$ cat src/rtl/ctrl_pkg.sv
// Shared types, opcode map, control-vector layout and decode helpers
// for the ctrl_sequencer instruction step machine.
package ctrl_pkg;

  typedef enum logic [3:0] {
    S_IDLE   = 4'd0,
    S_T0     = 4'd1,
    S_T1     = 4'd2,
    S_T2     = 4'd3,
    S_T3     = 4'd4,
    S_T4     = 4'd5,
    S_T5     = 4'd6,
    S_T6     = 4'd7,
    S_T7     = 4'd8,
    S_HALTED = 4'd9,
    S_FAULT  = 4'd10
  } state_t;

  typedef enum logic [2:0] {
    I_LD, I_LDI, I_ST, I_ALU, I_MULDIV, I_BR, I_HALT, I_ILL
  } instr_t;

  localparam int unsigned OP_LD   = 0;
  localparam int unsigned OP_LDI  = 1;
  localparam int unsigned OP_ST   = 2;
  localparam int unsigned OP_ADD  = 3;
  localparam int unsigned OP_SUB  = 4;
  localparam int unsigned OP_AND  = 5;
  localparam int unsigned OP_OR   = 6;
  localparam int unsigned OP_MUL  = 7;
  localparam int unsigned OP_DIV  = 8;
  localparam int unsigned OP_BR   = 9;
  localparam int unsigned OP_HALT = 10;

  // bus_src bit positions; inport, lo and hi (5..7) are never driven here
  localparam int BUS_W = 9;
  localparam int B_PC  = 0;
  localparam int B_ZLO = 1;
  localparam int B_ZHI = 2;
  localparam int B_MDR = 3;
  localparam int B_C   = 4;
  localparam int B_R   = 8;

  localparam int LD_W  = 10;
  localparam int L_MAR = 0;
  localparam int L_PC  = 1;
  localparam int L_MDR = 2;
  localparam int L_IR  = 3;
  localparam int L_Y   = 4;
  localparam int L_Z   = 5;
  localparam int L_HI  = 6;
  localparam int L_LO  = 7;
  localparam int L_R   = 8;
  localparam int L_CON = 9;

  localparam logic [2:0] ALU_ADD = 3'b000;
  localparam logic [2:0] ALU_SUB = 3'b001;
  localparam logic [2:0] ALU_AND = 3'b010;
  localparam logic [2:0] ALU_OR  = 3'b011;
  localparam logic [2:0] ALU_MUL = 3'b100;
  localparam logic [2:0] ALU_DIV = 3'b101;

  typedef struct packed {
    logic [BUS_W-1:0] bus_src;
    logic [LD_W-1:0]  ld_en;
    logic             gra;
    logic             grb;
    logic             grc;
    logic             ba_out;
    logic             inc_pc;
    logic             read;
    logic             write;
    logic [2:0]       alu_op;
  } ctrl_t;

  localparam int CTRL_W = $bits(ctrl_t);

  function automatic instr_t classify(input logic [31:0] op);
    case (op)
      OP_LD:                          return I_LD;
      OP_LDI:                         return I_LDI;
      OP_ST:                          return I_ST;
      OP_ADD, OP_SUB, OP_AND, OP_OR:  return I_ALU;
      OP_MUL, OP_DIV:                 return I_MULDIV;
      OP_BR:                          return I_BR;
      OP_HALT:                        return I_HALT;
      default:                        return I_ILL;
    endcase
  endfunction

  function automatic logic [2:0] alu_of(input logic [31:0] op);
    case (op)
      OP_SUB:  return ALU_SUB;
      OP_AND:  return ALU_AND;
      OP_OR:   return ALU_OR;
      OP_MUL:  return ALU_MUL;
      OP_DIV:  return ALU_DIV;
      default: return ALU_ADD;
    endcase
  endfunction

  function automatic logic [2:0] step_of(input state_t s);
    if ((s >= S_T0) && (s <= S_T7)) return 3'(s - S_T0);
    return 3'd0;
  endfunction

  function automatic logic is_mem_step(input state_t s, input instr_t i);
    return (s == S_T1) || ((s == S_T6) && (i == I_LD)) || ((s == S_T7) && (i == I_ST));
  endfunction

endpackage

$ cat src/rtl/ctrl_decode.sv
// Combinational control decode: maps a step, the current opcode and the
// branch flag onto the datapath control vector for that step.
module ctrl_decode
  import ctrl_pkg::*;
#(
  parameter int OPC_W = 5
) (
  input  logic [3:0]        state,
  input  logic [OPC_W-1:0]  opcode,
  input  logic              con_ff,
  output logic [CTRL_W-1:0] ctrl
);

  ctrl_t  c;
  instr_t ins;

  assign ins  = classify(32'(opcode));
  assign ctrl = c;

  always_comb begin
    // NOTE: every field gets a default before the case so no path leaves a latch.
    c = '0;
    case (state_t'(state))
      S_T0: begin
        c.bus_src[B_PC] = 1'b1;
        c.ld_en[L_MAR]  = 1'b1;
        c.ld_en[L_Z]    = 1'b1;
        c.inc_pc        = 1'b1;
      end
      S_T1: begin
        c.bus_src[B_ZLO] = 1'b1;
        c.ld_en[L_PC]    = 1'b1;
        c.ld_en[L_MDR]   = 1'b1;
        c.read           = 1'b1;
      end
      S_T2: begin
        c.bus_src[B_MDR] = 1'b1;
        c.ld_en[L_IR]    = 1'b1;
      end
      S_T3: begin
        case (ins)
          I_LD, I_LDI, I_ST: begin
            c.grb         = 1'b1;
            c.ba_out      = 1'b1;
            c.ld_en[L_Y]  = 1'b1;
          end
          I_ALU, I_MULDIV: begin
            c.bus_src[B_R] = 1'b1;
            c.grb          = 1'b1;
            c.ld_en[L_Y]   = 1'b1;
          end
          I_BR: begin
            c.bus_src[B_R]  = 1'b1;
            c.gra           = 1'b1;
            c.ld_en[L_CON]  = 1'b1;
          end
          default: ;
        endcase
      end
      S_T4: begin
        case (ins)
          I_LD, I_LDI, I_ST: begin
            c.bus_src[B_C] = 1'b1;
            c.alu_op       = ALU_ADD;
            c.ld_en[L_Z]   = 1'b1;
          end
          I_ALU, I_MULDIV: begin
            c.bus_src[B_R] = 1'b1;
            c.grc          = 1'b1;
            c.alu_op       = alu_of(32'(opcode));
            c.ld_en[L_Z]   = 1'b1;
          end
          I_BR: begin
            c.bus_src[B_PC] = 1'b1;
            c.ld_en[L_Y]    = 1'b1;
          end
          default: ;
        endcase
      end
      S_T5: begin
        case (ins)
          I_LD, I_ST: begin
            c.bus_src[B_ZLO] = 1'b1;
            c.ld_en[L_MAR]   = 1'b1;
          end
          I_LDI, I_ALU: begin
            c.bus_src[B_ZLO] = 1'b1;
            c.gra            = 1'b1;
            c.ld_en[L_R]     = 1'b1;
          end
          I_MULDIV: begin
            c.bus_src[B_ZLO] = 1'b1;
            c.ld_en[L_LO]    = 1'b1;
          end
          I_BR: begin
            c.bus_src[B_C] = 1'b1;
            c.alu_op       = ALU_ADD;
            c.ld_en[L_Z]   = 1'b1;
          end
          default: ;
        endcase
      end
      S_T6: begin
        case (ins)
          I_ST: begin
            c.bus_src[B_R] = 1'b1;
            c.gra          = 1'b1;
            c.ld_en[L_MDR] = 1'b1;
          end
          I_LD: begin
            c.read         = 1'b1;
            c.ld_en[L_MDR] = 1'b1;
          end
          I_MULDIV: begin
            c.bus_src[B_ZHI] = 1'b1;
            c.ld_en[L_HI]    = 1'b1;
          end
          I_BR: begin
            // branch not taken still spends the step, just with no controls
            c.bus_src[B_ZLO] = con_ff;
            c.ld_en[L_PC]    = con_ff;
          end
          default: ;
        endcase
      end
      S_T7: begin
        case (ins)
          I_ST: begin
            c.bus_src[B_MDR] = 1'b1;
            c.write          = 1'b1;
          end
          I_LD: begin
            c.bus_src[B_MDR] = 1'b1;
            c.gra            = 1'b1;
            c.ld_en[L_R]     = 1'b1;
          end
          default: ;
        endcase
      end
      default: ;
    endcase
  end

endmodule

$ cat src/rtl/ctrl_sequencer.sv
// Fetch/decode/execute step sequencer with registered datapath controls,
// memory ready handshake with timeout, and sticky status flags.
module ctrl_sequencer
  import ctrl_pkg::*;
#(
  parameter int OPC_W   = 5,
  parameter int MEM_HS  = 1,
  parameter int MEM_TMO = 16
) (
  input  logic             clk,
  input  logic             clr,
  input  logic             run,
  input  logic [OPC_W-1:0] opcode,
  input  logic             con_ff,
  input  logic             mem_rdy,
  output logic [8:0]       bus_src,
  output logic [9:0]       ld_en,
  output logic             gra,
  output logic             grb,
  output logic             grc,
  output logic             ba_out,
  output logic             inc_pc,
  output logic             read,
  output logic             write,
  output logic [2:0]       alu_op,
  output logic [2:0]       t_step,
  output logic             halted,
  output logic             mem_err,
  output logic             illegal
);

  state_t     state, state_nxt, step_end;
  instr_t     instr;
  ctrl_t      ctrl_nxt, ctrl_q;
  logic [7:0] wait_cnt;
  logic       mem_step, mem_done, timeout;

  assign instr    = classify(32'(opcode));
  assign mem_step = is_mem_step(state, instr);
  assign mem_done = (MEM_HS == 0) || mem_rdy;
  assign timeout  = (wait_cnt == 8'(MEM_TMO - 1));
  assign step_end = run ? S_T0 : S_IDLE;

  always_comb begin
    state_nxt = state;
    case (state)
      S_IDLE: if (run) state_nxt = S_T0;
      S_T0:   state_nxt = S_T1;
      S_T1:   state_nxt = S_T2;
      S_T2: begin
        case (instr)
          I_HALT:  state_nxt = S_HALTED;
          I_ILL:   state_nxt = step_end;
          default: state_nxt = S_T3;
        endcase
      end
      S_T3:   state_nxt = S_T4;
      S_T4:   state_nxt = S_T5;
      S_T5:   state_nxt = (instr == I_LDI || instr == I_ALU) ? step_end : S_T6;
      S_T6:   state_nxt = (instr == I_LD || instr == I_ST) ? S_T7 : step_end;
      S_T7:   state_nxt = step_end;
      default: ;
    endcase
    // a memory step overrides the normal successor until ready or timeout
    if (mem_step && !mem_done) state_nxt = timeout ? S_FAULT : state;
  end

  ctrl_decode #(.OPC_W(OPC_W)) u_decode (
    .state  (state_nxt),
    .opcode (opcode),
    .con_ff (con_ff),
    .ctrl   (ctrl_nxt)
  );

  always_ff @(posedge clk) begin
    // NOTE: non-blocking assignments keep every register sampling pre-edge values.
    if (!clr) begin
      state    <= S_IDLE;
      wait_cnt <= '0;
      ctrl_q   <= '0;
      t_step   <= '0;
      halted   <= 1'b0;
      mem_err  <= 1'b0;
      illegal  <= 1'b0;
    end else begin
      state  <= state_nxt;
      ctrl_q <= ctrl_nxt;
      t_step <= step_of(state_nxt);
      if (state_nxt != state) wait_cnt <= '0;
      else if (mem_step)      wait_cnt <= wait_cnt + 8'd1;
      if (state_nxt == S_HALTED)               halted  <= 1'b1;
      if (state_nxt == S_FAULT)                mem_err <= 1'b1;
      if (state == S_T2 && instr == I_ILL)     illegal <= 1'b1;
    end
  end

  assign bus_src = ctrl_q.bus_src;
  assign ld_en   = ctrl_q.ld_en;
  assign gra     = ctrl_q.gra;
  assign grb     = ctrl_q.grb;
  assign grc     = ctrl_q.grc;
  assign ba_out  = ctrl_q.ba_out;
  assign inc_pc  = ctrl_q.inc_pc;
  assign read    = ctrl_q.read;
  assign write   = ctrl_q.write;
  assign alu_op  = ctrl_q.alu_op;

  a_bus_onehot: assert property (@(posedge clk) $onehot0(bus_src));

endmodule

$ cat config.mk
export PLATFORM = sky130hd
export DESIGN_NAME = ctrl_sequencer
export DESIGN_NICKNAME = d
export VERILOG_FILES = /design/src/rtl/ctrl_pkg.sv /design/src/rtl/ctrl_decode.sv /design/src/rtl/ctrl_sequencer.sv
export SDC_FILE = /design/constraint.sdc
export NUM_CORES = 1
export LEC_CHECK = 0
export CORE_MARGIN = 2
export CORE_UTILIZATION = 44
export CTS_CLUSTER_DIAMETER = 200
export DETAILED_ROUTE_END_ITERATION = 10
export GPL_TIMING_DRIVEN = 0
export PLACE_DENSITY_LB_ADDON = 0.25
export SETUP_SLACK_MARGIN = 0.1
export SYNTH_ARGS = -nofsm -noshare
export SYNTH_HDL_FRONTEND = slang
export SYNTH_SLANG_ARGS = --single-unit
$ cat constraint.sdc
create_clock -name clk -period 5 [get_ports clk]
set_input_delay 0.75 -clock clk [delete_from_list [all_inputs] [get_ports clk]]
set_output_delay 0.75 -clock clk [all_outputs]
set_load 0.03 [all_outputs]
**Word level (Yosys, flattened, before mapping)**

Memory sizes are Yosys's and may differ from the RTL's.
Cells that the tools add are included.

- Add/subtract/negate cells: 2
- Multiply operators: 0
- Div/mod/pow operators: 0
- Order comparisons: 2
- Equality and inequality tests: 35
- Shift operators: 0
- Mux-type cells: 40
- Bitwise gates (word level): 1
- Reductions and logical operators: 26

Operators by type and width:

| cell | count |
|---|---|
| $pmux W4 S9 | 1 |
| $eq A4 B3 Y1 const B | 8 |
| $eq A5 B3 Y1 const B | 4 |
| $mux W1 | 17 |
| $eq A4 B2 Y1 const B | 4 |
| $eq A4 B4 Y1 const B | 4 |
| $mux W4 | 4 |
| $pmux W3 S5 | 1 |
| $pmux W1 S2 | 7 |
| $eq A3 B2 Y1 const B | 4 |
| $eq A3 B3 Y1 const B | 4 |
| $mux W3 | 4 |
| $reduce_and A2 Y1 | 5 |
| $pmux W1 S3 | 3 |
| $add A8 B1 Y8 const B | 1 |
| $eq A4 B1 Y1 const B | 2 |
| $eq A8 B4 Y1 const B | 1 |
| $pmux W4 S2 | 1 |
| $reduce_or A2 Y1 | 4 |
| $eq A3 B1 Y1 const B | 2 |
| $logic_not A3 Y1 | 2 |
| $reduce_or A3 Y1 | 2 |
| $eq A5 B4 Y1 const B | 1 |
| $logic_and A1 B1 Y1 | 5 |
| other kinds (12) | 15 |

- Bits in registers: 47
- Bits in latches: 0
- RAM bits: 0
- ROM bits: 96
- Input port bits: 10
- Memories kept: 2

Memories:

| name | words | width | rd ports | clocked after memory_dff | wr ports | RTL line | text |
|---|---|---|---|---|---|---|---|
| (name not given) | 16 | 3 | 1 | 0 | 0 | ctrl_pkg.sv:79 | `case (op)` |
| (name not given) | 16 | 3 | 1 | 0 | 0 | ctrl_pkg.sv:79 |  |

**Depth between registers and ports, before layout**

Gate-level depths: netlist (run 1).
An unclocked memory read counts as a cell.

- Depth after elaboration: 13
- Mapped depth: 14
- Gate-level depth less buffers: 11

**Cells and area by module**

A second synthesis (run 1) with hierarchy kept.

- Cell total of the unflattened synthesis: 282
- Area, all modules: 2451.1 sq um

By module, submodules not included:

| module | times used | cells each | area each (sq um) | sequential area each (sq um) |
|---|---|---|---|---|
| ctrl_sequencer | 1 | 201 | 1968.1 | 940.9 |
| ctrl_decode | 1 | 81 | 483.0 | 0.0 |

**Least setup slack after synthesis (run 1)**

No wires, ideal clock.

- Path type: input-to-reg
- From: input port opcode[2]
- To: register ctrl_q (netlist bit gra)
- Setup time: 0.071 ns
- Arrival time: 3.282 ns
- Slack: 1.648 ns
- Stages on the path: 12
- Buffers on the path: 2
- Cell sequence: buf_6 -> or4_4 -> o31ai_4 -> a21oi_2 -> a32o_1 -> inv_1 -> ha_1 -> clkbuf_1 -> and2_1 -> a21oi_1 -> a211o_1 -> a21oi_1

- Word-level cells in the longest chain between the ends: 10
- Elaborated cells between the ends (all ways): 37
- Those cells by class: eq/ne: 13; mux: 12; reduce/logical: 10; memory: 2

RTL lines:

| what | RTL line | text |
|---|---|---|
| from (decl) | ctrl_sequencer.sv:13 | `input logic [OPC_W-1:0] opcode,` |
| $mem_v2 Z16 W3 (*) | n/a |  |
| $mux W3 (*) | ctrl_pkg.sv:79 |  |
| parallel branches: the longest is 5 deep, another holds $pmux W4 S9 | n/a |  |
| $mux W4 (*) | ctrl_sequencer.sv:65 | `if (mem_step && !mem_done) state_nxt = timeout ? S_FAULT : state;` |
| net state_nxt[0] | ctrl_sequencer.sv:32 | `state_t state, state_nxt, step_end;` |
| $eq A4 B4 Y1 or $eq A4 B3 Y1 (tied branches) | ctrl_decode.sv:23 | `case (state_t'(state))` |
| $pmux W1 S4 (*) | ctrl_decode.sv:23 |  |
| to (signal assigned) | ctrl_sequencer.sv:87 | `ctrl_q <= ctrl_nxt;` |
| to (decl) | ctrl_sequencer.sv:34 | `ctrl_t ctrl_nxt, ctrl_q;` |

Mark *: on every way through the listed nets, which the timed path passes.
A chain may end at the register's enable or synchronous reset.

**Final worst setup path (run 1)**

- From: input port opcode[3]
- To: register ctrl_q (netlist bit gra)

Same word-level chain as after synthesis.

==> parameters.txt, run 1 <==
Parameter                              Value

STA
  Setup total negative slack    0 ns
  Slew of the pin with the lowest slew margin    0.990 ns
  Final slew viol count    0
  Clock skew    0.00683 ns
  FMAX    231 MHz
  RSZ-0062 raised after global routing    no
  Crit share post-route    0.864
  Final Hold Vio Count    0
  Min cycle time layout    4.32 ns
  Rel. slew slack    0.334
  Setup Viol. Count Final    0

Placed design
  Dpl cell area    0.00271 sq mm
  Port-buffer cells    40
  HPWL after DPL    3870 microns
  Routability-driven placement congestion ratio    0.860

Cells and area
  Register area    861 sq um
  Final standard cell utilization of the core    0.588
  Antenna Cells    0
  Most frequent cells in the layout    dfxtp_1, clkdlybuf4s50_1, nor2_1, a21oi_1
  Fraction of final layout cells with drive strength greater than 1    0.0847
  Area growth from synthesis to layout    27.0%
  Finished layout cell area    0.00281 sq mm
  Area of combinational cells with multiple inputs    0.00123 sq mm
  Most common cell after layout, fill and taps aside    dfxtp_1
  Count of filler cells inserted in the layout    447
  Total Nets Final    323

Power
  Switching pwr    507 uW
  Share of total power in combinational logic    0.470
  Sw Ratio    0.404
  Pwr dens    447 mW/mm^2
  Maximum resistive drop on vdd    359 uV
  Portion of total power attributed to sequential cells    0.326
  Part of the power in the clock network    0.204
  P_int    750 uW
  Leakage component of the power    0.00100 uW

Floorplanning
  Die height    74.9 microns
  Top-Level Pins    45
  Initial standard-cell utilization of the core    0.463
  Die width    74.9 microns
  Total core area    0.00479 sq mm
  Std-Cell Rows    25
  Die Area    0.00562 sq mm

Worst setup path
  Cell with the largest stage delay on the worst path    nor4_1
  Depth of the worst register-to-register path    13
  Endpoint class of the critical path    flop
  Crit-path leading delay family    simple AND/OR/NAND/NOR gates
  Critical path start-end classification    input port to flop
  Origin of the critical flop-to-flop path    state[3]$_SDFF_PN0_
  Required time reported for the critical path endpoint    5.22 ns
  Combined buffer and inverter count along the critical path    4
  Crit path from    opcode[3]
  Nature of the critical path startpoint    input port
  Critical-path cell list    clkdlybuf4s50_1 -> clkbuf_1 -> nor4_1 -> nor2_1 -> o31ai_1 -> nand2_1 -> a32o_1 -> inv_1 -> ha_1 -> clkbuf_1 -> and2_1 -> a21oi_1 -> a211o_1 -> a21oi_1
  Worst-path maximum fanout    10
  Setup slack, reg-to-reg    1.78 ns
  Endpoint of the most critical register-to-register path    gra$_SDFF_PN0_
  Maximum cell stage delay along the critical path    0.86 ns
  Arrival time at the worst endpoint    4.55 ns

Synthesis
  Average cell area after synthesis    8.58 sq um
  Synth Instances    258
  Synth Cell Area    0.00221 sq mm
  Fraction of synthesis flops using an asynchronous set or reset pin    0
  Flop and latch count out of synthesis    43
  Synth warn    0
  EDFF count, synth    0
  Main synth FF type    dfxtp_1
  Unique masters post-synth    53
  Part of the Yosys area used for sequential elements    0.389

Routing
  Total number of vias    2,041
  Number of violations reported at the end of detailed-routing iteration 0    119
  1st-pass router iterations    4
  Number of design rule violations left after detail routing    0
  Count of antenna-violating nets left after detailed routing    0
  Detail-routed via count per cell    5.46
  Overall routed net length    5210 microns
  Avg WL per Cell    13.9 microns

Global route
  Wire length of the first global-routing pass    8670 microns
  Grt total ovfl    0
  Total global-route track usage    0.203
  Number of global-route vias before repair    1,842
  Number of antenna violations at the first check in global routing    0
  Pin count of the biggest net entering global routing    14

Clocking
  Clk buf depth    2
  Clock H-tree levels    2
  Clk root buf    clkbuf_8
  Resize count post-CTS    0
  CTS tree    done
  Clock latency on the worst-skew pair    0.29 ns
  TritonCTS Buffers    5
  Clock Sinks    43
  Number of buffers added to fix hold violations after cts    0
  Clock transition time at the flip-flop clock pins of the worst setup and hold paths    0.08 ns
  Buffer count from post-CTS setup fixing    0

Worst hold path
  Endpoint of the worst hold path    mem_err$_SDFFE_PN0N_
  Worst Hold Depth    2
  Worst Min Path Start    mem_err$_SDFFE_PN0N_
  Worst hold-check path type    flop to flop

Job
  Number of maximum-capacitance violations    0

Outcome
  Run status    finished, final reports clean
-- registers in the layout (all words and copies together) (netlist names), 3 cells and up --
signal	cells
t_step	3
alu_op	3
ld_en	9
wait_cnt	8
bus_src	6
state	4
-- worst min-delay path: stages (launching register included) --
cell and delay, ns:
dfxtp_1 0.33, a31oi_1 0.04, nor2_1 0.07
-- final cells by class --
type	instances	share of cell area
Buffer	22	0.0405
Clock buffer	5	0.0245
Clock inverter	2	0.0133
Inverter	4	0.00534
Multi-Input combinational cell	191	0.438
Sequential cell	43	0.306
Tap cell	67	0.0298
Timing Repair Buffer	40	0.142
-- per-stage QoR --
stage	total power, uW	worst slack (ns)	hold slack [ns]	cells
after floorplan	826	1.65	0.520	260
after global placement	997	0.446	0.460	367
after detailed placement	1000	0.378	0.467	367
after CTS	1260	0.697	0.489	374
after global routing	1350	0.396	0.522	374
final	1260	0.679	0.479	374
-- how the worst max path moves through the flow --
stage | end | cells past startpoint | slack [ns]
after floorplan | gra$_SDFF_PN0_ | 12 | 1.65
after global placement | gra$_SDFF_PN0_ | 14 | 0.45
after detailed placement | gra$_SDFF_PN0_ | 14 | 0.38
after CTS | gra$_SDFF_PN0_ | 14 | 0.70
after global routing | gra$_SDFF_PN0_ | 14 | 0.40
final | gra$_SDFF_PN0_ | 14 | 0.68
-- metal layers --
metal,wire length (microns),GRT usage
met1,2360,0.269
met3,289,0.0576
met2,2500,0.323
met4,59,0.0615
met5,0,0
-- power by group through the flow --
stage / Combinational, uW / Sequential, uW / Clock [uW]
2_1_floorplan: 329 / 497 / 0
3_3_place_gp: 579 / 418 / 0
3_5_place_dp: 585 / 419 / 0
4_1_cts: 588 / 411 / 264
5_1_grt: 655 / 417 / 274
6_report: 591 / 410 / 256
-- cell usage after synthesis (all sizes together) (5+ instances only) --
cell type   n  share of area
a21oi      21          0.051
a31oi       5          0.014
and3        8          0.023
buf         6          0.024
clkbuf     16          0.028
dfxtp      43           0.39
ha          6          0.034
nand2      15          0.025
nand3      12          0.029
nand4       5          0.014
nor2       23          0.039
nor3       15          0.036
nor4        9          0.032
o21ai       7          0.016
-- logic make-up (layout without fill, tap and decap cells) --
family	after synthesis	count (layout)	synth area share
adders and majority gates	6	6	0.0339
and+or+nand+nor	115	115	0.297
muxes	3	3	0.0136
DFF	43	43	0.389
other	1	3	0.00169
buffers and inverters	26	73	0.0582
xor gates and xnor gates	8	8	0.0316
AOI/OAI and AO/OA	56	56	0.176
(Power assumes the default switching activity.)
==> run 2: changes to the inputs <==
MAX_ROUTING_LAYER = met4   (was unset)
==> run 2 against run 1 <==
Against the previous run:
- register-to-register slack improved by 0.04 ns
- non-clock buffer count did not move
- critical path depth is the same
- sequential power hardly changed
- global-route usage is 0.31 points higher
- clock power grew 5%
- worst hold slack improved by 0.0013 ns
- critical path type unchanged
==> parameters.txt, run 2 (synthesis gave the netlist of run 1 again) <==
Parameter                              Value

STA
  Setup Viol. Count Final    0 (unchanged)
  Final slew viol count    0 (unchanged)
  Worst hold slack    0.481 ns (+0.00127 ns)
  Final Hold Vio Count    0 (unchanged)
  Clock skew    0.00773 ns (+0.000893 ns)
  Min cycle time layout    4.30 ns (-0.0199 ns)
  Slew of the pin with the lowest slew margin    1.02 ns (+0.0337 ns)
  RSZ-0062 raised after global routing    no
  Setup total negative slack    0 ns (unchanged)
  FMAX    232 MHz (+0.46%)
  Rel. slew slack    0.311 (-0.0227)
  Crit share post-route    0.860 (-0.00397)

Floorplanning
  Initial standard-cell utilization of the core    0.463 (unchanged)
  Std-Cell Rows    25 (unchanged)
  Die Area    0.00562 sq mm (unchanged)
  Total core area    0.00479 sq mm (unchanged)
  Die height    74.9 microns (unchanged)
  Top-Level Pins    45 (unchanged)
  Die width    74.9 microns (unchanged)

Cells and area
  Antenna Cells    0 (unchanged)
  Most frequent cells in the layout    dfxtp_1, clkdlybuf4s50_1, nor2_1, a21oi_1
  Count of filler cells inserted in the layout    458 (+2.5%)
  Total Nets Final    323 (unchanged)
  Area growth from synthesis to layout    27.3%
  Register area    861 sq um (unchanged)
  Largest register FFs    9 (unchanged)
  Most common cell after layout, fill and taps aside    dfxtp_1
  Fraction of final layout cells with drive strength greater than 1    0.0877 (+0.00297)
  Area of combinational cells with multiple inputs    0.00123 sq mm (unchanged)

Clocking
  Buffer count from post-CTS setup fixing    0 (unchanged)
  Clk root buf    clkbuf_8
  Clk buf depth    2 (unchanged)
  Clock latency on the worst-skew pair    0.30 ns (about the same)
  CTS tree    done
  Clock Sinks    43 (unchanged)
  Resize count post-CTS    0 (unchanged)
  Clock H-tree levels    2 (unchanged)
  TritonCTS Buffers    5 (unchanged)
  Number of buffers added to fix hold violations after cts    0 (unchanged)
  Clock transition time at the flip-flop clock pins of the worst setup and hold paths    0.08 ns (about the same)

Global route
  Total global-route track usage    0.206 (+0.00309)
  Wire length of the first global-routing pass    8620 microns (-0.55%)
  Pin count of the biggest net entering global routing    15 (+1)
  Number of global-route vias before repair    1,813 (-1.6%)
  Grt total ovfl    0 (unchanged)
  Number of antenna violations at the first check in global routing    0 (unchanged)

Placed design
  HPWL after DPL    3800 microns (-1.8%)
  Port-buffer cells    40 (unchanged)
  Routability-driven placement congestion ratio    0.868 (+0.93%)

Routing
  Avg WL per Cell    13.6 microns (-2.1%)
  Total number of vias    2,028 (-0.64%)
  Number of design rule violations left after detail routing    0 (unchanged)
  Overall routed net length    5120 microns (-1.8%)
  1st-pass router iterations    4 (unchanged)
  Detail-routed via count per cell    5.41 (-0.90%)
  Number of violations reported at the end of detailed-routing iteration 0    151 (+27%)
  Count of antenna-violating nets left after detailed routing    0 (unchanged)

Worst setup path
  Critical path start-end classification    input port to flop
  Setup slack, reg-to-reg    1.82 ns (+0.04 ns)
  Arrival time at the worst endpoint    4.53 ns (-0.02 ns)
  Worst-path maximum fanout    10 (unchanged)
  Critical path capture point    gra$_SDFF_PN0_
  Endpoint class of the critical path    flop
  Nature of the critical path startpoint    input port
  Required time reported for the critical path endpoint    5.22 ns (about the same)
  Origin of the critical flop-to-flop path    state[3]$_SDFF_PN0_
  Crit path from    opcode[3]
  Depth of the worst register-to-register path    13 (unchanged)
  Endpoint of the most critical register-to-register path    gra$_SDFF_PN0_

Power
  Switching pwr    513 uW (+1.2%)
  Portion of total power attributed to sequential cells    0.324 (-0.002)
  Pwr dens    449 mW/mm^2 (+0.44%)
  Part of the power in the clock network    0.212 (+0.008)
  Share of total power in combinational logic    0.464 (-0.006)
  Leakage component of the power    0.00101 uW (+0.79%)
  Maximum resistive drop on vdd    308 uV (-14%)
  P_int    752 uW (+0.32%)
  Sw Ratio    0.406 (+0.00204)

Job
  Number of maximum-capacitance violations    0 (unchanged)

Worst hold path
  Worst hold-check path type    flop to flop

Outcome
  Run status    finished, final reports clean
run 2: changes by cell type in the layout (fill, tap and decap cells not counted), sizes merged:
cell	previous run	this run
clkinv	0	2
clkinvlp	1	0
run 2: metal layers:
metal | vias up | global-route usage | wire [microns]
li1 | 1034 | - | -
met1 | 938 | 0.280 | 2440
met2 | 49 | 0.309 | 2340
met3 | 7 | 0.0442 | 256
met4 | 0 | 0.0595 | 72
met5 | - | - | 0
run 2: how the worst min path moves through the flow:
stage                        startpoint                  endpoint  slack [ns]  cells past startpoint
2_1_floorplan  wait_cnt[1]$_SDFFE_PP0N_  wait_cnt[1]$_SDFFE_PP0N_        0.52                      2
6_report           mem_err$_SDFFE_PN0N_      mem_err$_SDFFE_PN0N_        0.48                      2
3_5_place_dp       mem_err$_SDFFE_PN0N_      mem_err$_SDFFE_PN0N_        0.47                      2
3_3_place_gp       illegal$_SDFFE_PN0P_      illegal$_SDFFE_PN0P_        0.46                      2
5_1_grt            illegal$_SDFFE_PN0P_      illegal$_SDFFE_PN0P_        0.51                      2
4_1_cts            mem_err$_SDFFE_PN0N_      mem_err$_SDFFE_PN0N_        0.49                      2
run 2: final cells by class:
cell class                 count  share of cell area
timing repair buffer          40               0.142
tap                           67              0.0297
sequential                    43               0.305
inverter                       4             0.00533
buffer                        22              0.0404
clock buffer                   5              0.0244
multi-input combinational    191               0.437
clock inverter                 3              0.0155
run 2: critical path: stages:
cell and delay, ns:
clkdlybuf4s50_1 0.47, clkbuf_1 0.26, nor4_1 0.89, nor2_1 0.12, o31ai_1 0.34, nand2_1 0.09
a32o_1 0.30, inv_1 0.13, ha_1 0.15, clkbuf_1 0.34, and2_1 0.22, a21oi_1 0.05
a211o_1 0.29, a21oi_1 0.13
run 2: metrics by stage:
| step | instances | instance area (sq um) | util | setup WS (ns) | total power, uW |
|---|---|---|---|---|---|
| 2_1_floorplan | 260 | 2220 | - | 1.65 | 826 |
| 3_3_place_gp | 367 | 2710 | 0.565 | 0.488 | 997 |
| 3_5_place_dp | 367 | 2710 | 0.565 | 0.440 | 1000 |
| 4_1_cts | 375 | 2820 | 0.589 | 0.747 | 1270 |
| 5_1_grt | 375 | 2820 | 0.589 | 0.460 | 1360 |
| 6_report | 375 | 2820 | 0.589 | 0.699 | 1270 |
run 2: power groups by stage:
| stage | registers [uW] | clock network (uW) | logic, uW |
|---|---|---|---|
| final | 410 | 268 | 587 |
| after global routing | 415 | 291 | 652 |
| after CTS | 410 | 277 | 586 |
| after detailed placement | 419 | 0 | 583 |
| after global placement | 418 | 0 | 580 |
| after floorplan | 497 | 0 | 329 |
